[src/rtl/ps2_mouse_ctrl.sv]
// PS/2 mouse host sequencer: reset/self-test/enable handshake, then 3-byte packet decode to a clamped cursor.
// Optional init-byte timeout and timeout-driven retries are enabled with `define PS2_TIMEOUT_EN.
module ps2_mouse_ctrl #(
  parameter int X_MAX       = 159,
  parameter int Y_MAX       = 119,
  parameter int POS_W       = 8,
  parameter int TIMEOUT_CYC = 50_000_000,
  parameter int MAX_RETRY   = 3
) (
  input  logic             clk_sys,
  input  logic             rst_n,
  output logic             tx_req,
  output logic [7:0]       tx_data,
  input  logic             tx_done,
  output logic             rx_rd_en,
  input  logic             rx_rd_vld,
  input  logic [7:0]       rx_rd_data,
  output logic [POS_W-1:0] mouse_x,
  output logic [POS_W-1:0] mouse_y,
  output logic [2:0]       mouse_btn,
  output logic             pkt_vld,
  output logic             init_done,
  output logic             init_err
);

  localparam int RW = $clog2(MAX_RETRY + 1);
  localparam logic signed [POS_W+1:0] XMAX_S = (POS_W+2)'(X_MAX);
  localparam logic signed [POS_W+1:0] YMAX_S = (POS_W+2)'(Y_MAX);

  typedef enum logic [3:0] {
    S_SEND_RST, S_TX_WAIT1, S_WAIT_ACK1, S_WAIT_BAT, S_WAIT_ID,
    S_SEND_EN, S_TX_WAIT2, S_WAIT_ACK2, S_B0, S_B1, S_B2, S_ERR
  } state_t;

  state_t           state_q, state_d;
  logic [RW-1:0]    retry_q;
  logic [7:0]       b0_q, dx_q;
  logic [7:0]       tx_data_q, tx_data_d;
  logic             tx_req_q, tx_req_d;
  logic             pkt_vld_q, init_done_q;
  logic [POS_W-1:0] x_q, y_q, x_new, y_new;
  logic [2:0]       btn_q;
  logic             consume, fail, tmo, timed;
  logic             rd_en_c, err_c;

  // Sign-extend a 9-bit PS/2 delta {sign, magnitude byte} to the working width.
  function automatic logic signed [POS_W+1:0] sext9(input logic sgn, input logic [7:0] mag);
    sext9 = signed'({{(POS_W-7){sgn}}, sgn, mag});
  endfunction

  function automatic logic [POS_W-1:0] clamp_pos(input logic signed [POS_W+1:0] v,
                                                 input logic signed [POS_W+1:0] vmax);
    if (v < 0)         clamp_pos = '0;
    else if (v > vmax) clamp_pos = vmax[POS_W-1:0];
    else               clamp_pos = v[POS_W-1:0];
  endfunction

  assign consume = rd_en_c && rx_rd_vld;
  assign timed   = (state_q == S_TX_WAIT1) || (state_q == S_TX_WAIT2) ||
                   (state_q == S_WAIT_ACK1) || (state_q == S_WAIT_BAT) ||
                   (state_q == S_WAIT_ID) || (state_q == S_WAIT_ACK2);

`ifdef PS2_TIMEOUT_EN
  localparam int TW = $clog2(TIMEOUT_CYC + 1);
  logic [TW-1:0] timer_q, timer_d;

  assign tmo = timed && (timer_q == TW'(TIMEOUT_CYC - 1));

  always_comb begin
    timer_d = '0;
    if (timed && (state_d == state_q)) timer_d = timer_q + 1'b1;
  end

  always_ff @(posedge clk_sys) begin
    if (!rst_n) timer_q <= '0;
    else        timer_q <= timer_d;
  end
`else
  assign tmo = 1'b0;
`endif

  // State register
  always_ff @(posedge clk_sys) begin
    if (!rst_n) state_q <= S_SEND_RST;
    else        state_q <= state_d;
  end

  // Next-state logic; any init failure funnels through `fail`.
  always_comb begin
    state_d = state_q;
    fail    = 1'b0;
    case (state_q)
      S_SEND_RST: state_d = S_TX_WAIT1;
      S_TX_WAIT1: if (tmo) fail = 1'b1; else if (tx_done) state_d = S_WAIT_ACK1;
      S_WAIT_ACK1: begin
        if (tmo) fail = 1'b1;
        else if (consume) begin
          if (rx_rd_data == 8'hFA) state_d = S_WAIT_BAT; else fail = 1'b1;
        end
      end
      S_WAIT_BAT: begin
        if (tmo) fail = 1'b1;
        else if (consume) begin
          if (rx_rd_data == 8'hAA) state_d = S_WAIT_ID; else fail = 1'b1;
        end
      end
      S_WAIT_ID: begin
        if (tmo) fail = 1'b1;
        else if (consume) begin
          if (rx_rd_data == 8'h00) state_d = S_SEND_EN; else fail = 1'b1;
        end
      end
      S_SEND_EN:  state_d = S_TX_WAIT2;
      S_TX_WAIT2: if (tmo) fail = 1'b1; else if (tx_done) state_d = S_WAIT_ACK2;
      S_WAIT_ACK2: begin
        if (tmo) fail = 1'b1;
        else if (consume) begin
          if (rx_rd_data == 8'hFA) state_d = S_B0; else fail = 1'b1;
        end
      end
      S_B0:    if (consume && rx_rd_data[3]) state_d = S_B1;
      S_B1:    if (consume) state_d = S_B2;
      S_B2:    if (consume) state_d = S_B0;
      S_ERR:   state_d = S_ERR;
      default: state_d = S_SEND_RST;
    endcase
    if (fail) state_d = (int'(retry_q) + 1 < MAX_RETRY) ? S_SEND_RST : S_ERR;
  end

  // Output logic
  always_comb begin
    rd_en_c   = 1'b0;
    err_c     = 1'b0;
    tx_req_d  = 1'b0;
    tx_data_d = tx_data_q;
    case (state_q)
      S_SEND_RST: begin tx_req_d = 1'b1; tx_data_d = 8'hFF; end
      S_SEND_EN:  begin tx_req_d = 1'b1; tx_data_d = 8'hF4; end
      S_WAIT_ACK1, S_WAIT_BAT, S_WAIT_ID, S_WAIT_ACK2,
      S_B0, S_B1, S_B2: rd_en_c = 1'b1;
      S_ERR:      err_c = 1'b1;
      default:    ;
    endcase
  end

  // Packet arithmetic: X follows dx, Y is inverted so mouse-up moves the cursor up.
  always_comb begin
    logic signed [POS_W+1:0] dx_s, dy_s, x_s, y_s;
    dx_s  = sext9(b0_q[4], dx_q);
    dy_s  = sext9(b0_q[5], rx_rd_data);
    x_s   = signed'({2'b00, x_q}) + dx_s;
    y_s   = signed'({2'b00, y_q}) - dy_s;
    x_new = b0_q[6] ? x_q : clamp_pos(x_s, XMAX_S);
    y_new = b0_q[7] ? y_q : clamp_pos(y_s, YMAX_S);
  end

  always_ff @(posedge clk_sys) begin
    if (!rst_n) begin
      retry_q     <= '0;
      b0_q        <= '0;
      dx_q        <= '0;
      tx_req_q    <= 1'b0;
      tx_data_q   <= '0;
      pkt_vld_q   <= 1'b0;
      init_done_q <= 1'b0;
      x_q         <= POS_W'(X_MAX / 2);
      y_q         <= POS_W'(Y_MAX / 2);
      btn_q       <= '0;
    end else begin
      tx_req_q    <= tx_req_d;
      tx_data_q   <= tx_data_d;
      init_done_q <= (state_d == S_B0) || (state_d == S_B1) || (state_d == S_B2);
      pkt_vld_q   <= (state_q == S_B2) && consume;
      if (fail) retry_q <= retry_q + 1'b1;
      if ((state_q == S_B0) && consume && rx_rd_data[3]) b0_q <= rx_rd_data;
      if ((state_q == S_B1) && consume) dx_q <= rx_rd_data;
      if ((state_q == S_B2) && consume) begin
        x_q   <= x_new;
        y_q   <= y_new;
        btn_q <= b0_q[2:0];
      end
    end
  end

  assign tx_req    = tx_req_q;
  assign tx_data   = tx_data_q;
  assign rx_rd_en  = rd_en_c;
  assign mouse_x   = x_q;
  assign mouse_y   = y_q;
  assign mouse_btn = btn_q;
  assign pkt_vld   = pkt_vld_q;
  assign init_done = init_done_q;
  assign init_err  = err_c;

endmodule

[config.mk]
export PLATFORM = sky130hd
export DESIGN_NAME = ps2_mouse_ctrl
export DESIGN_NICKNAME = d
export VERILOG_FILES = /design/src/rtl/ps2_mouse_ctrl.sv
export SDC_FILE = /design/constraint.sdc
export NUM_CORES = 1
export LEC_CHECK = 0
export CAP_MARGIN = 40
export CORE_MARGIN = 1
export CORE_UTILIZATION = 55
export CTS_CLUSTER_DIAMETER = 30
export DETAILED_ROUTE_END_ITERATION = 16
export PLACE_DENSITY = 0.8
export SYNTH_ARGS = -nofsm -noshare
export SYNTH_HDL_FRONTEND = slang
export SYNTH_SLANG_ARGS = --single-unit
[constraint.sdc]
create_clock -name clk_sys -period 8.8 [get_ports clk_sys]
set_clock_uncertainty 0.2 [all_clocks]
set_input_delay 2.64 -clock clk_sys [delete_from_list [all_inputs] [get_ports clk_sys]]
set_output_delay 2.64 -clock clk_sys [all_outputs]
set_load 0.05 [all_outputs]
Word-level counts from Yosys, hierarchy flattened
Index checks and enable logic that the tools add are counted.

operators by class
  add/subtract/negate cells = 4
  order comparisons = 5
  equal/unequal tests = 16
  mux-type cells = 31
  bitwise logic cells = 2
  reductions and logical operators = 16

operators with widths
  cell                   count
  $mux W4                15
  $pmux W4 S12           1
  $mux W8                4
  $eq A4 B4 Y1 const B   7
  $lt A10 B1 Y1 const B  2
  $eq A4 B3 Y1 const B   4
  $eq A8 B8 Y1 const B   2
  $pmux W8 S2            1
  $add A9 B9 Y10         1
  $gt A10 B8 Y1 const B  1
  $gt A10 B9 Y1 const B  1
  $sub A9 B9 Y10         1
  $mux W1                9
  $eq A4 B2 Y1 const B   2
  $logic_not A8 Y1       1
  $reduce_or A7 Y1       1
  $logic_and A1 B1 Y1    6
  $eq A4 B1 Y1 const B   1
  $logic_not A4 Y1       1
  $reduce_and A2 Y1      2
  $reduce_or A2 Y1       2
  $add A2 B1 Y3 const B  1
  $lt A3 B2 Y1 const B   1
  $pmux W1 S3            1
  4 further kinds        6

storage, ports and cells
  flip-flop bits (word level) = 52
  input port bits = 12
  output and inout port bits = 32
  word-level logic and storage cells = 85

Longest topological paths before layout
Gate-level depths: netlist (run 1).

  word-level depth = 11
  gate-level depth with buffers = 10

Worst setup path after synthesis (run 1)
No wires, ideal clock.

  path type = input to register
  from = input port rx_rd_data[0]
  to = register y_q[2] (netlist: mouse_y[2])
  arrival = 4,429 ps
  required time = 8,454 ps
  slack = 4,025 ps
  cell stages on the path = 9
  buffers on the path = 0
  path through = ha_1 inv_1 fa_1 a211o_1 a21oi_1 o21ai_0 xor2_1 a311oi_1 a221oi_1

on the way
  cells in the longest elaborated chain, start to end = 4

ends and longest elaborated chain
  what                  line  source
  start, declared       17    input logic [7:0] rx_rd_data,
  $sub A9 B9 Y10 (*)    152   y_s = signed'({2'b00, y_q}) - dy_s;
  $gt A10 B8 Y1         54    else if (v > vmax) clamp_pos = vmax[POS_W-1:0];
  $mux W8               54
  $mux W8 (*)           53    if (v < 0) clamp_pos = '0;
  end signal, assigned  167   y_q <= POS_W'(Y_MAX / 2);
  end signal, assigned  179   y_q <= y_new;
  end, declared         41    logic [POS_W-1:0] x_q, y_q, x_new, y_new;

Mark *: on every way between the ends. The rest lies on a longest branch, timed or not.
A chain may end at the register's enable or synchronous reset.

Worst setup path after layout (run 1)
  from = input port rx_rd_data[0]
  to = register y_q[3] (netlist: mouse_y[3])

The elaborated chain is that of the path after synthesis.

==> flow_summary.yaml, run 1 <==
status:
  status: "complete, no violations"
clock_tree:
  cts_buffers: 5
  cts_setup_buffers: 0
  clkLatencyLatePin_ps: 300
  clk_pin_slew_ps: 80
  cts.sinks: 45
  cts_root_buffer: "clkbuf_8"
  hold_buffers: 0
  cts_buffer_depth: 2
  cts_tree: "built"
  htreeDepth: 2
  cts_resized: 0
die:
  boundaryPins: 44
  placementRows: 26
  initial_core_util_pct: 57.1
  dieWidth_um: 74.6
  die_area_mm2: 0.00556
  core_area_mm2: 0.00507
  die_h_um: 74.6
yosys:
  yosysMostFrequentCell: "nor2_1"
  yosys.area_share.xor_xnor_pct: 2.72
  ys_seq_elements: 45
  synth_top_family_by_area: "compound AO/OA/AOI/OAI gates"
  synth_top_area_cell: "dfxtp_1"
  syn_area_per_cell_um2: 8.40
  netlist-cell-type-count: 69
  yosysSeqAreaShare_pct: 31.1
  synthMuxAreaShare_pct: 2.25
  ys_top_cells_by_area: "dfxtp_1 (31%), ha_1 (7.8%), a21oi_1 (6.6%), nor2_1 (6.0%), o21ai_0 (2.6%)"
  syn_inst: 345
  yosys.area_share.simple_pct: 20.9
  synth_fa_ha_area_share_pct: 9.63
  synth_flop_cell: "dfxtp_1"
  netlist_top_cells_count: "nor2_1 (46), dfxtp_1 (45), a21oi_1 (38)"
  syn_nets: 377
  synth_edf_count: 0
  synth_top_area_share_pct: 31.1
  synth-compound-area-share_pct: 25.8
  synth_area_mm2: 0.00290
  ys.warnings.count: 0
  async_flop_share_pct: 0
setup_path:
  path_cells: "clkdlybuf4s50_1, ha_1, inv_1, fa_1, a211o_1, a21oi_1, o21ai_0, xor2_1, a311oi_1, a221o_1"
  crit_slowest_cell: "clkdlybuf4s50_1"
  critPathCaptureType: "register"
  path_delay_family: "compound AO/OA/AOI/OAI gates"
  critPathLaunch: "rx_rd_data[0]"
  critical_path_arrival_ps: 5480
  cp-start-kind: "input pin"
  cp_max_fo: 5
  crit_required_ps: 8850
  cp_num_buf_inv: 2
  max_stage_delay_ps: 590
  r2r_start: "mouse_y[0]"
  crit_type: "in -> reg"
sta:
  setup_viol: 0
  worstMarginPinSlew_ps: 705
  max_freq_mhz: 184
  rsz0062_at_grt: "false"
  setup_tns_ps: 0
  drv_slew: 0
  maxSlewHeadroom_pct: 52.5
  min_period_over_period_pct: 61.8
  fin_crit_ps: 5430
  whs_ps: 275
  hold_viol_final: 0
routing:
  dr.pass1.iters: 5
  ant_nets: 0
  wl_per_cell_um: 15.3
  drt_iter0_markers: 136
  vias_per_cell: 5.98
  vias: 2665
  drcViolationCount: 0
  totalWireLength_um: 6810
run:
  max-cap-violations: 0
global_routing:
  grt_first_pass_wirelength_um: 11000
  grtUsageTotal_pct: 26.0
  grt_max_degree: 42
  antenna_found_initial: 0
  grt_overflow: 0
  grt_pass1_vias: 2416
cells_and_area:
  syn_to_final_growth_pct: 16.5
  nNetsFinal: 408
  diodes: 0
  n_fill_cell: 439
  final_layout_size_suffix_gt1_share_pct: 5.85
power:
  powerDensity_mw_per_mm2: 138
  ir_worst_vdd_mv: 0.102
  p_leak_uw: 0.00134
place:
  io_buffers: 43
  dp_hpwl_um: 5030
  gp_congestion: 0.912
min_path:
  hp-class: "reg -> reg"
  min_from: "mouse_x[7]"
## cell usage in the layout, fill, tap and decap left out, drive strengths merged, types with 6 or more instances in the layout
cell type	instances
nor2	46
dfxtp	45
clkdlybuf4s50	43
a21oi	38
inv	19
o21ai	19
nand2	18
ha	18
nor3	8
a211oi	7
a22oi	6
## final timing paths
path         slack, ps    endpoint  cells past startpoint
max reg2reg       5950  mouse_y[3]                     10
max               3370  mouse_y[3]                     10
min                270  mouse_x[7]                      2
min reg2reg        270  mouse_x[7]                      2
## logic make-up (layout without fill, tap and decap cells)
kind of cell	after synthesis	after routing
buffers and inverters	39	70
xor gates and xnor gates	9	9
adders and majority gates	21	21
muxes	6	6
AOI/OAI and AO/OA	112	112
DFF	45	45
and+or+nand+nor	113	113
## through the flow
stage / power (µW) / instances / instance area, µm² / utilization (%) / setup slack (ps)
after global placement: 316 / 439 / 3270 / 64.5 / 3240
after CTS: 468 / 446 / 3380 / 66.5 / 3400
after detailed placement: 317 / 439 / 3270 / 64.5 / 3080
after floorplan: 297 / 345 / 2900 / - / 4030
after global routing: 483 / 446 / 3380 / 66.5 / 3220
final: 466 / 446 / 3380 / 66.5 / 3370
## worst register-to-register path, stage by stage, from the launching register on
cell and delay, ps:
dfxtp_1 340, inv_1 60, ha_1 150, inv_1 60, fa_1 420, a211o_1 350, a21oi_1 190, o21ai_0 130
xor2_1 180, a311oi_1 490, a221o_1 230
## registers in the layout, indices dropped and copies added, names as in the netlist, 2 cells and up
register   flops
dx_q           8
mouse_x        8
mouse_y        8
b0_q           7
state_q        4
mouse_btn      3
retry_q        2
tx_data        2
## layout make-up
class	instances	area (µm²)	share of cell area (%)
flip-flops and latches	45	901	26.7
inverters	19	71.3	2.11
multi-input cells	261	1780	52.6
repair buffers	44	438	13.0
well taps	70	87.6	2.59
clock inverters	2	35.0	1.04
clock buffers	5	68.8	2.04
## routing by layer
metal	share of wire (%)	track usage, %
met1	45	32.3
met4	3.1	11.7
met3	5.2	4.47
met2	47	43.9
met5	0	0
## power by group
group	switching, µW	internal [µW]	total, µW
clock	70.4	82.6	153
combinational	60.3	35.2	95.5
sequential	9.13	208	217
total	140	326	466
No activity file was read; power rests on OpenSTA's default activity.
==> run 2, diff against run 1 <==
--- a/config.mk
+++ b/config.mk
@@ -7,10 +7,10 @@
 export LEC_CHECK = 0
 export CAP_MARGIN = 40
 export CORE_MARGIN = 1
-export CORE_UTILIZATION = 55
+export CORE_UTILIZATION = 54
 export CTS_CLUSTER_DIAMETER = 30
 export DETAILED_ROUTE_END_ITERATION = 16
-export PLACE_DENSITY = 0.8
+export PLACE_DENSITY = 0.79
 export SYNTH_ARGS = -nofsm -noshare
 export SYNTH_HDL_FRONTEND = slang
 export SYNTH_SLANG_ARGS = --single-unit
==> constraint.sdc (replaced) <==
create_clock -name clk_sys -period 5.62 [get_ports clk_sys]
set_clock_uncertainty 0.2 [all_clocks]
set_input_delay 1.686 -clock clk_sys [delete_from_list [all_inputs] [get_ports clk_sys]]
set_output_delay 1.686 -clock clk_sys [all_outputs]
set_load 0.05 [all_outputs]
==> run 2 against run 1 <==
Against the previous run:
- first-iteration DRC count down 11%
- sequential cell count stayed put
- largest cell class unchanged
- core utilization is 1.0 points lower
- largest power group unchanged
- global-route usage is 0.92 points lower
- wire length is 3.7% lower
- worst hold slack improved by 9.7 ps
- power grew 48%
- design area is 0.30% lower
- sequential share of layout area is 0.079 points higher
- critical endpoint unchanged
- count of clock-buffer cells in the layout increased by 2
==> flow_summary.yaml, run 2 (synthesis gave the netlist of run 1 again) <==
setup_path:
  crit_type: "in -> reg"
  cp_num_buf_inv: 2
  critPathCaptureType: "register"
  critical_path_arrival_ps: 4460
  max_stage_delay_ps: 590
  cp_max_fo: 5
  crit_slowest_cell: "clkdlybuf4s50_1"
  cp-start-kind: "input pin"
  path_cells: "clkdlybuf4s50_1, ha_1, inv_1, fa_1, a211o_1, a21oi_1, o21ai_0, xor2_1, a311oi_1, a221o_1"
  crit_required_ps: 5660
  path_delay_family: "compound AO/OA/AOI/OAI gates"
min_path:
  hp-class: "reg -> reg"
global_routing:
  grtUsageTotal_pct: 25.1
  grt_pass1_vias: 2342
  grt_first_pass_wirelength_um: 10700
  grt_max_degree: 37
  grt_overflow: 0
  antenna_found_initial: 0
cells_and_area:
  final_common_cell: "nor2_1"
  fin_area_mm2: 0.00337
  mostFrequentLayoutCells: "nor2_1 (46), dfxtp_1 (45), clkdlybuf4s50_1 (43)"
  multi_input_area_mm2: 0.00178
  syn_to_final_growth_pct: 16.2
  n_fill_cell: 490
  diodes: 0
  seq_area_um2: 901
  final_layout_size_suffix_gt1_share_pct: 5.84
  nNetsFinal: 409
clock_tree:
  cts_buffers: 5
  cts_resized: 0
  cts_setup_buffers: 0
  clkLatencyLatePin_ps: 290
  cts_root_buffer: "clkbuf_8"
  cts.sinks: 45
  hold_buffers: 0
  htreeDepth: 2
  clk_pin_slew_ps: 80
  cts_buffer_depth: 2
  cts_tree: "built"
sta:
  min_period_over_period_pct: 78.7
  hold_viol_final: 0
  setup_tns_ps: 0
  max_freq_mhz: 226
  worstMarginPinSlew_ps: 654
  drv_slew: 0
  setup_viol: 0
  fin_crit_ps: 4420
  rsz0062_at_grt: "false"
  maxSlewHeadroom_pct: 56.2
power:
  combPwrFrac_pct: 21.6
  powerDensity_mw_per_mm2: 205
  swShare_pct: 30.6
  p_leak_uw: 0.00134
  clock_power_share_pct: 29.2
  power_frac_seq_pct: 49.2
  ir_worst_vdd_mv: 0.118
  power.switching_uw: 211
  p_int_uw: 479
status:
  status: "complete, no violations"
routing:
  ant_nets: 0
  vias_per_cell: 5.95
  drcViolationCount: 0
  totalWireLength_um: 6560
  wl_per_cell_um: 14.7
  vias: 2658
  dr.pass1.iters: 4
  drt_iter0_markers: 121
place:
  dpl-instance-area_mm2: 0.00328
  dp_hpwl_um: 4940
  io_buffers: 43
  gp_congestion: 0.897
run:
  max-cap-violations: 0
die:
  dieWidth_um: 75.3
  initial_core_util_pct: 56.4
  core_area_mm2: 0.00514
  die_area_mm2: 0.00566
  placementRows: 26
  die_h_um: 75.3
  boundaryPins: 44
==> run 2: cell count changes in the layout (fill, tap and decap cells not counted), sizes merged <==
cell	before	now
clkinv	1	0
buf	1	2
clkbuf	5	7
bufinv	1	0
==> run 2: area by class of cell <==
cell class / count / share of cell area (%)
tap: 70 / 2.60
sequential: 45 / 26.8
multi-input combinational: 261 / 52.7
timing repair buffer: 45 / 13.2
clock buffer: 7 / 2.56
inverter: 19 / 2.12
==> run 2: final timing paths <==
kind                 start          to  slack (ps)  depth (start not counted)
max          rx_rd_data[0]  mouse_y[3]        1200                         10
min             mouse_x[7]  mouse_x[7]         280                          2
max reg2reg     mouse_y[0]  mouse_y[3]        2840                         10
min reg2reg     mouse_x[7]  mouse_x[7]         280                          2
==> run 2: power by group through the flow <==
stage	clock, µW	combinational [µW]	sequential, µW
floorplan	0	113	352
global route	215	159	342
global placement	0	147	347
CTS	206	149	340
detailed placement	0	149	347
finish	201	149	340
==> run 2: per-stage QoR <==
stage                     std cells  hold WS (ps)  power, µW  util (%)  worst slack (ps)
after global routing            447           325        716      65.5               984
final                           447           284        690      65.5              1200
after global placement          440           257        494      63.8               992
after detailed placement        440           269        496      63.8               909
after CTS                       447           287        695      65.5              1220
after floorplan                 345           246        466         -              1800
==> run 2: per-layer routing <==
| layer | track usage, % | part of all wire, % |
|---|---|---|
| met5 | 0 | 0 |
| met4 | 11.1 | 2.2 |
| met2 | 40.9 | 47 |
| met1 | 33.2 | 45 |
| met3 | 3.35 | 5.9 |
==> run 2: worst register-to-register path, stage by stage (launching register included) <==
cell	delay [ps]
dfxtp_1	340
inv_1	60
ha_1	150
inv_1	50
fa_1	410
a211o_1	330
a21oi_1	200
o21ai_0	130
xor2_1	170
a311oi_1	460
a221o_1	220
